## src/rtl/da_seq_ctrl.sv

```systemverilog
// Distributed-arithmetic sequencer: walks the bit slices of a captured
// activation vector (LSB first) and accumulates the shifted LUT partial sums.
// The MSB slice is the two's-complement sign slice, so it is subtracted.
module da_seq_ctrl #(
  parameter int unsigned DATA_WIDTH_A = 16,
  parameter int unsigned DATA_WIDTH_B = 16,
  parameter int unsigned K            = 9,
  parameter int unsigned LUT_WIDTH    = DATA_WIDTH_B + $clog2(K),
  parameter int unsigned ACC_WIDTH    = LUT_WIDTH + 1 + DATA_WIDTH_A
) (
  input  logic                                clk,
  input  logic                                rst,
  input  logic                                in_valid,
  output logic                                in_ready,
  input  logic [K-1:0][DATA_WIDTH_A-1:0]      A,
  output logic                                gen_done,
  output logic [K-1:0]                        bit_slice,
  output logic [7:0]                          t,
  input  logic signed [LUT_WIDTH:0]           lut_out,
  output logic                                out_valid,
  input  logic                                out_ready,
  output logic signed [ACC_WIDTH-1:0]         result,
  output logic                                busy
);

  localparam int unsigned TW     = (DATA_WIDTH_A > 1) ? $clog2(DATA_WIDTH_A) : 1;
  localparam int unsigned EXT_W  = ACC_WIDTH - LUT_WIDTH - 1;
  localparam logic [7:0]  T_LAST = 8'(DATA_WIDTH_A - 1);

  typedef enum logic [1:0] {
    S_IDLE = 2'd0,
    S_RUN  = 2'd1,
    S_DONE = 2'd2
  } state_e;

  state_e                          state_q, state_d;
  logic signed [ACC_WIDTH-1:0]     acc_q, acc_d;
  logic [7:0]                      t_q, t_d;
  logic [K-1:0][DATA_WIDTH_A-1:0]  a_q, a_d;

  logic signed [ACC_WIDTH-1:0]     lut_ext;
  logic signed [ACC_WIDTH-1:0]     lut_shift;

  // State, accumulator, slice index and captured operand registers
  always_ff @(posedge clk) begin
    if (!rst) begin
      state_q <= S_IDLE;
      acc_q   <= '0;
      t_q     <= '0;
      a_q     <= '0;
    end else begin
      state_q <= state_d;
      acc_q   <= acc_d;
      t_q     <= t_d;
      a_q     <= a_d;
    end
  end

  // Sign-extend the LUT partial sum and weight it by 2^t
  always_comb begin
    lut_ext   = {{EXT_W{lut_out[LUT_WIDTH]}}, lut_out};
    lut_shift = lut_ext <<< t_q;
  end

  // Next-state logic: accept, per-slice accumulate, hold result until taken
  always_comb begin
    state_d = state_q;
    acc_d   = acc_q;
    t_d     = t_q;
    a_d     = a_q;
    unique case (state_q)
      S_IDLE: begin
        if (in_valid) begin
          a_d     = A;
          acc_d   = '0;
          t_d     = '0;
          state_d = S_RUN;
        end
      end
      S_RUN: begin
        if (t_q == T_LAST) begin
          acc_d   = acc_q - lut_shift;
          t_d     = '0;
          state_d = S_DONE;
        end else begin
          acc_d = acc_q + lut_shift;
          t_d   = t_q + 8'd1;
        end
      end
      S_DONE: begin
        if (out_ready) begin
          state_d = S_IDLE;
        end
      end
      default: state_d = S_IDLE;
    endcase
  end

  // Output decode from registered state; slice outputs are zero outside RUN
  always_comb begin
    in_ready  = (state_q == S_IDLE);
    gen_done  = (state_q == S_RUN);
    out_valid = (state_q == S_DONE);
    busy      = (state_q == S_RUN) || (state_q == S_DONE);
    result    = acc_q;
    t         = '0;
    bit_slice = '0;
    if (state_q == S_RUN) begin
      t = t_q;
      for (int k = 0; k < int'(K); k++) begin
        bit_slice[k] = a_q[k][t_q[TW-1:0]];
      end
    end
  end

endmodule

```

## config.mk

```make
export PLATFORM = sky130hd
export DESIGN_NAME = da_seq_ctrl
export DESIGN_NICKNAME = d
export VERILOG_FILES = /design/src/rtl/da_seq_ctrl.sv
export SDC_FILE = /design/constraint.sdc
export NUM_CORES = 1
export LEC_CHECK = 0
export CAP_MARGIN = 10
export CORE_MARGIN = 2
export CORE_UTILIZATION = 25
export CTS_CLUSTER_DIAMETER = 40
export DETAILED_ROUTE_END_ITERATION = 10
export GPL_TIMING_DRIVEN = 0
export MAX_ROUTING_LAYER = met4
export PLACE_DENSITY = 0.54
export SLEW_MARGIN = 25
export SYNTH_ARGS = -nofsm -noshare
export SYNTH_HDL_FRONTEND = slang
export SYNTH_SLANG_ARGS = --single-unit
```

## constraint.sdc

```tcl
create_clock -name clk -period 19.2 [get_ports clk]
set_input_delay 4.8 -clock clk [delete_from_list [all_inputs] [get_ports clk]]
set_output_delay 4.8 -clock clk [all_outputs]
set_load 0.01 [all_outputs]
```

=== Word-level counts from Yosys, hierarchy flattened ===
Index checks and enable logic that the tools add are counted.

* Add/subtract/negate cells: 3
* $lt $le $gt $ge: 1
* Equality and inequality tests: 6
* Shifts and indexed selects: 1
* Muxes and demuxes: 30
* Reduce and logical (&&, ||, !) cells: 6

{| class="wikitable"
|+ Operators by type and width
! kind !! count
|-
| 37-bit two-way mux || 2
|-
| 37-bit case mux with 2 select lines || 1
|-
| 37-bit adder || 1
|-
| 21-bit by 8-bit <<< shifter with 37-bit output || 1
|-
| 37-bit subtractor || 1
|-
| 1-bit binary-select mux with 4-bit select || 9
|-
| 8-bit two-way mux || 3
|-
| 8-bit case mux with 2 select lines || 1
|-
| 1-bit two-way mux || 9
|-
| 9-bit two-way mux || 1
|-
| 8-bit by 1-bit adder with 8-bit output, second input constant || 1
|-
| 8-bit by 4-bit equality test with 1-bit output, second input constant || 1
|-
| 2-bit two-way mux || 3
|-
| 2-bit case mux with 3 select lines || 1
|-
| 4-bit by 5-bit < comparator with 1-bit output, second input constant || 1
|-
| 2-bit by 1-bit inequality test with 1-bit output, second input constant || 2
|-
| 2-bit AND reduction || 2
|-
| 3-bit AND reduction || 1
|-
| 2-bit by 1-bit equality test with 1-bit output, second input constant || 1
|-
| 2-bit equality test, second input constant || 1
|-
| 2-bit logical NOT || 1
|-
| 2-bit inequality test, second input constant || 1
|-
| 2-bit nonzero test || 1
|-
| 1-bit logical OR || 1
|}

* Bits in registers: 191
* Bits of input ports: 169
* Output and inout bits: 58
* Logic and storage cells: 59

=== Longest topological paths before layout ===
* Word-level depth: 4
* Mapped depth: 26
* Depth with buffers taken out: 23

=== Least setup slack after synthesis ===
Ideal clock, no wire load.

* Kind: in2reg
* From: input lut_out[0]
* To: register acc_q[35] (netlist: result[35])
* Setup time: 0.124 ns
* Arrival: 9.382 ns
* Slack: 9.694 ns
* Cell stages on the path: 22
* Path buffers: 0
* Cells stage by stage: or4b_2 > or3_1 > or2_2 > ha_1 > o21ai_1 > a31oi_1 > o21a_1 > nand2_1 > nand2_1 > xor2_1 > ha_1 > a21o_1 > a21o_1 > a32o_1 > a211oi_1 > a211oi_1 > o2111ai_1 > a31oi_1 > or4_1 > a31oi_1 > xor2_1 > o21ai_0

* Word-level cells in the longest chain between the ends: 4
* Elaborated cells on any way between the ends: 5
* Those cells by class: 2 x add/sub; 1 x shift; 2 x mux

{| class="wikitable"
|+ RTL lines
! item !! RTL line !! text
|-
| start, declared || 19 || <nowiki>input logic signed [LUT_WIDTH:0] lut_out,</nowiki>
|-
| 21-bit by 8-bit <<< shifter with 37-bit output * || 62 || <nowiki>lut_shift = lut_ext <<< t_q;</nowiki>
|-
| 37-bit adder or 37-bit subtractor (tied branches) || 86, 82 ||
|-
| 37-bit two-way mux * || 81 || <nowiki>if (t_q == T_LAST) begin</nowiki>
|-
| 37-bit case mux with 2 select lines * || 71 || <nowiki>unique case (state_q)</nowiki>
|-
| end signal, assigned || 48 || <nowiki>acc_q <= '0;</nowiki>
|-
| end signal, assigned || 53 || <nowiki>acc_q <= acc_d;</nowiki>
|-
| end, declared || 37 || <nowiki>logic signed [ACC_WIDTH-1:0] acc_q, acc_d;</nowiki>
|}

Mark *: on every way between the ends. The rest lies on a longest branch, timed or not.
A chain may end at the register's enable or synchronous reset.

=== Worst setup path after layout ===
Ends and elaborated chain as after synthesis.

==> flow_metrics.py <==
metrics = {
    "cts": {
        "cts_tree": "done",
        "hold_buffers": 0,
        "root_buffer": "clkbuf_16",
        "ctsResizeCount": 0,
        "htreeDepth": 4,
        "clk_pin_slew_ns": 0.09,
        "clk_path_buf_depth": 2,
        "worstSkewPairLatency_ns": 0.50,
        "cts_sinks": 191,
        "cts_buffers": 17,
        "cts_setup_buffers": 0,
    },
    "place": {
        "place.gp.congestion": 0.955,
        "port_buffers": 226,
        "place_inst": 2464,
        "post-dp-hpwl_mm": 39.9,
    },
    "power_and_ir_drop": {
        "vdd_drop_max_mv": 0.0554,
        "p_per_area_mw_per_mm2": 74.6,
        "power.leakage_nw": 6.01,
        "p_sw_uw": 428,
        "p_total_mw": 1.21,
        "switching_share": 0.354,
        "power_frac_comb": 0.312,
        "power.internal_uw": 781,
        "p_clk_frac": 0.320,
        "seqPwrFrac": 0.368,
    },
    "synth": {
        "async_reset_ff_frac": 0,
        "synth_ff_type": "dfxtp_1",
        "avgSynthCellArea_um2": 7.91,
        "synthTopCellsByArea": "dfxtp_1 (31%), nand2_1 (11%), mux4_2 (9.0%), a21oi_1 (8.5%), ha_1 (4.1%)",
        "synth_cell_type_count": 85,
        "synth_nets": 1785,
        "synth_top_cell_area_share": 0.307,
        "synth_edf_count": 0,
        "synth_top_area_cell": "dfxtp_1",
        "synth_seq_cells": 191,
        "syn-cell-area_mm2": 0.0125,
        "synth_cells": 1574,
        "ys_seq_area_frac": 0.307,
        "ys.warnings.count": 0,
    },
    "setup_path": {
        "path_class": "input pin to register",
        "cp.required_ns": 19.58,
        "critical_path_arrival_ns": 10.96,
        "worst_setup_path_start_kind": "input pin",
        "crit_fanout": 8,
        "end_kind": "register",
    },
    "final_layout": {
        "drive_gt1_frac": 0.0791,
        "layout.cells.non_filler": 2499,
        "area_growth_pct": 30.1,
        "layout_commonest_cell": "nand2_1",
        "final_util": 0.330,
        "layout_common_cells": "nand2_1 (367), clkdlybuf4s50_1 (226), a21oi_1 (212)",
        "nets": 2030,
    },
    "global_route": {
        "grt.met2_usage": 0.337,
        "grt_pass1_wl_mm": 74.7,
        "grt_max_degree": 22,
        "grt_use_met1": 0.241,
        "grt-ovfl-total": 0,
        "busiest_layer": "met2",
        "antenna_found_initial": 3,
        "grt_pass1_vias": 12582,
        "met3_usage": 0.0381,
        "grt_use_total": 0.201,
    },
    "routing": {
        "viasPerCell": 5.10,
        "antenna_left": 0,
        "wl_per_cell_um": 20.1,
        "drt-total-wl_mm": 50.2,
        "vias": 12747,
        "drt_iter0_markers": 814,
        "drtPass1Iterations": 5,
        "drcViolationCount": 0,
    },
    "sta": {
        "finalClockSkew_ns": 0.0173,
        "tightest_slew_ns": 1.04,
        "setup_viol": 0,
        "rsz0062_at_grt": "no",
        "hold_viol": 0,
        "period_share": 0.551,
        "max_slew_margin": 0.305,
        "slew_viol_final": 0,
        "tns_ns": 0,
        "fmax_ghz": 0.0945,
        "fin_crit_ns": 10.58,
    },
    "floorplan": {
        "io_pins": 227,
        "start_util": 0.254,
        "dieArea_mm2": 0.0516,
        "rows": 81,
        "core_area_mm2": 0.0491,
        "die_y_um": 227,
        "dieWidth_um": 227,
    },
    "hold_path": {
        "min_path_type": "register to register",
    },
    "run": {
        "cap_violations": 0,
    },
    "outcome": {
        "status": "complete, no violations",
    },
}
==> cell type report <==
type	instances	area [um^2]
Fill cell	5282	32900
Clock buffer	17	425
Clock inverter	15	213
Inverter	24	90.1
Buffer	108	480
Sequential cell	191	3820
Tap cell	664	831
Multi-Input combinational cell	1251	8070
Timing Repair Buffer	226	2260
Antenna cell	3	7.51
==> path summary, 6_finish.rpt <==
path	from	to	slack (ns)	cells past startpoint
worst max-delay path	lut_out[0]	result[35]$_SDFFE_PN0P_	8.62	23
worst min-delay path	a_q[140]$_SDFFE_PN0P_	a_q[140]$_SDFFE_PN0P_	0.45	2
worst max register to register	t_q[4]$_SDFFE_PN0P_	result[35]$_SDFFE_PN0P_	12.88	24
worst min register to register	a_q[140]$_SDFFE_PN0P_	a_q[140]$_SDFFE_PN0P_	0.45	2
==> Yosys cell counts (all sizes together) (7+ instances only) <==
cell    count
nor2b       8
nor2      112
nand2     368
and2       19
mux4       50
clkbuf     80
buf        28
a22oi      18
nor3       11
inv        22
dfxtp     191
o22ai      19
o211ai      7
o21ai      58
mux2i      36
a31oi      15
ha         41
nand2b     22
xor2       38
a32oi       7
a211oi      8
a21oi     212
a21o       22
o21a       12
xnor2      25
or3        14
nand3      25
==> kinds of logic after synthesis <==
kind of cell | after synthesis | share of synthesized area
mux | 92 | 0.127
flops | 191 | 0.307
simple gates | 620 | 0.218
compound gates | 434 | 0.216
buf+inv | 132 | 0.0453
fa+ha+maj | 42 | 0.0428
xor+xnor | 63 | 0.0443
==> metrics by stage <==
| step | area (um^2) | hold WS (ns) | setup WS [ns] |
|---|---|---|---|
| after floorplan | 12500 | 0.433 | 9.69 |
| after global routing | 16200 | 0.472 | 8.12 |
| after CTS | 16200 | 0.457 | 8.73 |
| final | 16200 | 0.455 | 8.62 |
| after global placement | 15500 | 0.440 | 8.22 |
| after detailed placement | 15500 | 0.446 | 8.22 |
==> power by group through the flow <==
stage          Sequential, mW  Clock (mW)  Combinational [mW]
4_1_cts                 0.446       0.395               0.379
6_report                0.445       0.386               0.377
5_1_grt                 0.450       0.409               0.411
2_1_floorplan           0.451           0               0.233
3_5_place_dp            0.455           0               0.377
3_3_place_gp            0.454           0               0.374
==> state kept, by name, indices dropped and copies added (netlist names) <==
signal	count
state_q	2
a_q	144
t_q	8
result	37
==> worst max-delay path, cell delays in order <==
cell and delay, ns:
clkdlybuf4s50_1 0.66, or4b_2 0.66, or3_1 0.46, or2_2 0.34
ha_1 0.21, o21ai_1 0.13, a31oi_1 0.10, o21a_1 0.21
nand2_1 0.20, nand2_1 0.09, xor2_1 0.18, ha_1 0.34
a21o_1 0.22, a21o_1 0.19, a32o_1 0.26, a211oi_1 0.33
a211oi_1 0.19, o2111ai_1 0.31, a31oi_1 0.18, or4_1 0.42
a31oi_1 0.23, xor2_1 0.15, o21ai_0 0.08
==> routing by layer <==
| layer | up-vias | wire, um |
|---|---|---|
| met2 | 429 | 24400 |
| li1 | 6120 | - |
| met1 | 6119 | 21700 |
| met4 | 0 | 1420 |
| met3 | 79 | 2660 |
| met5 | - | 0 |
(Power assumes the default switching activity.)
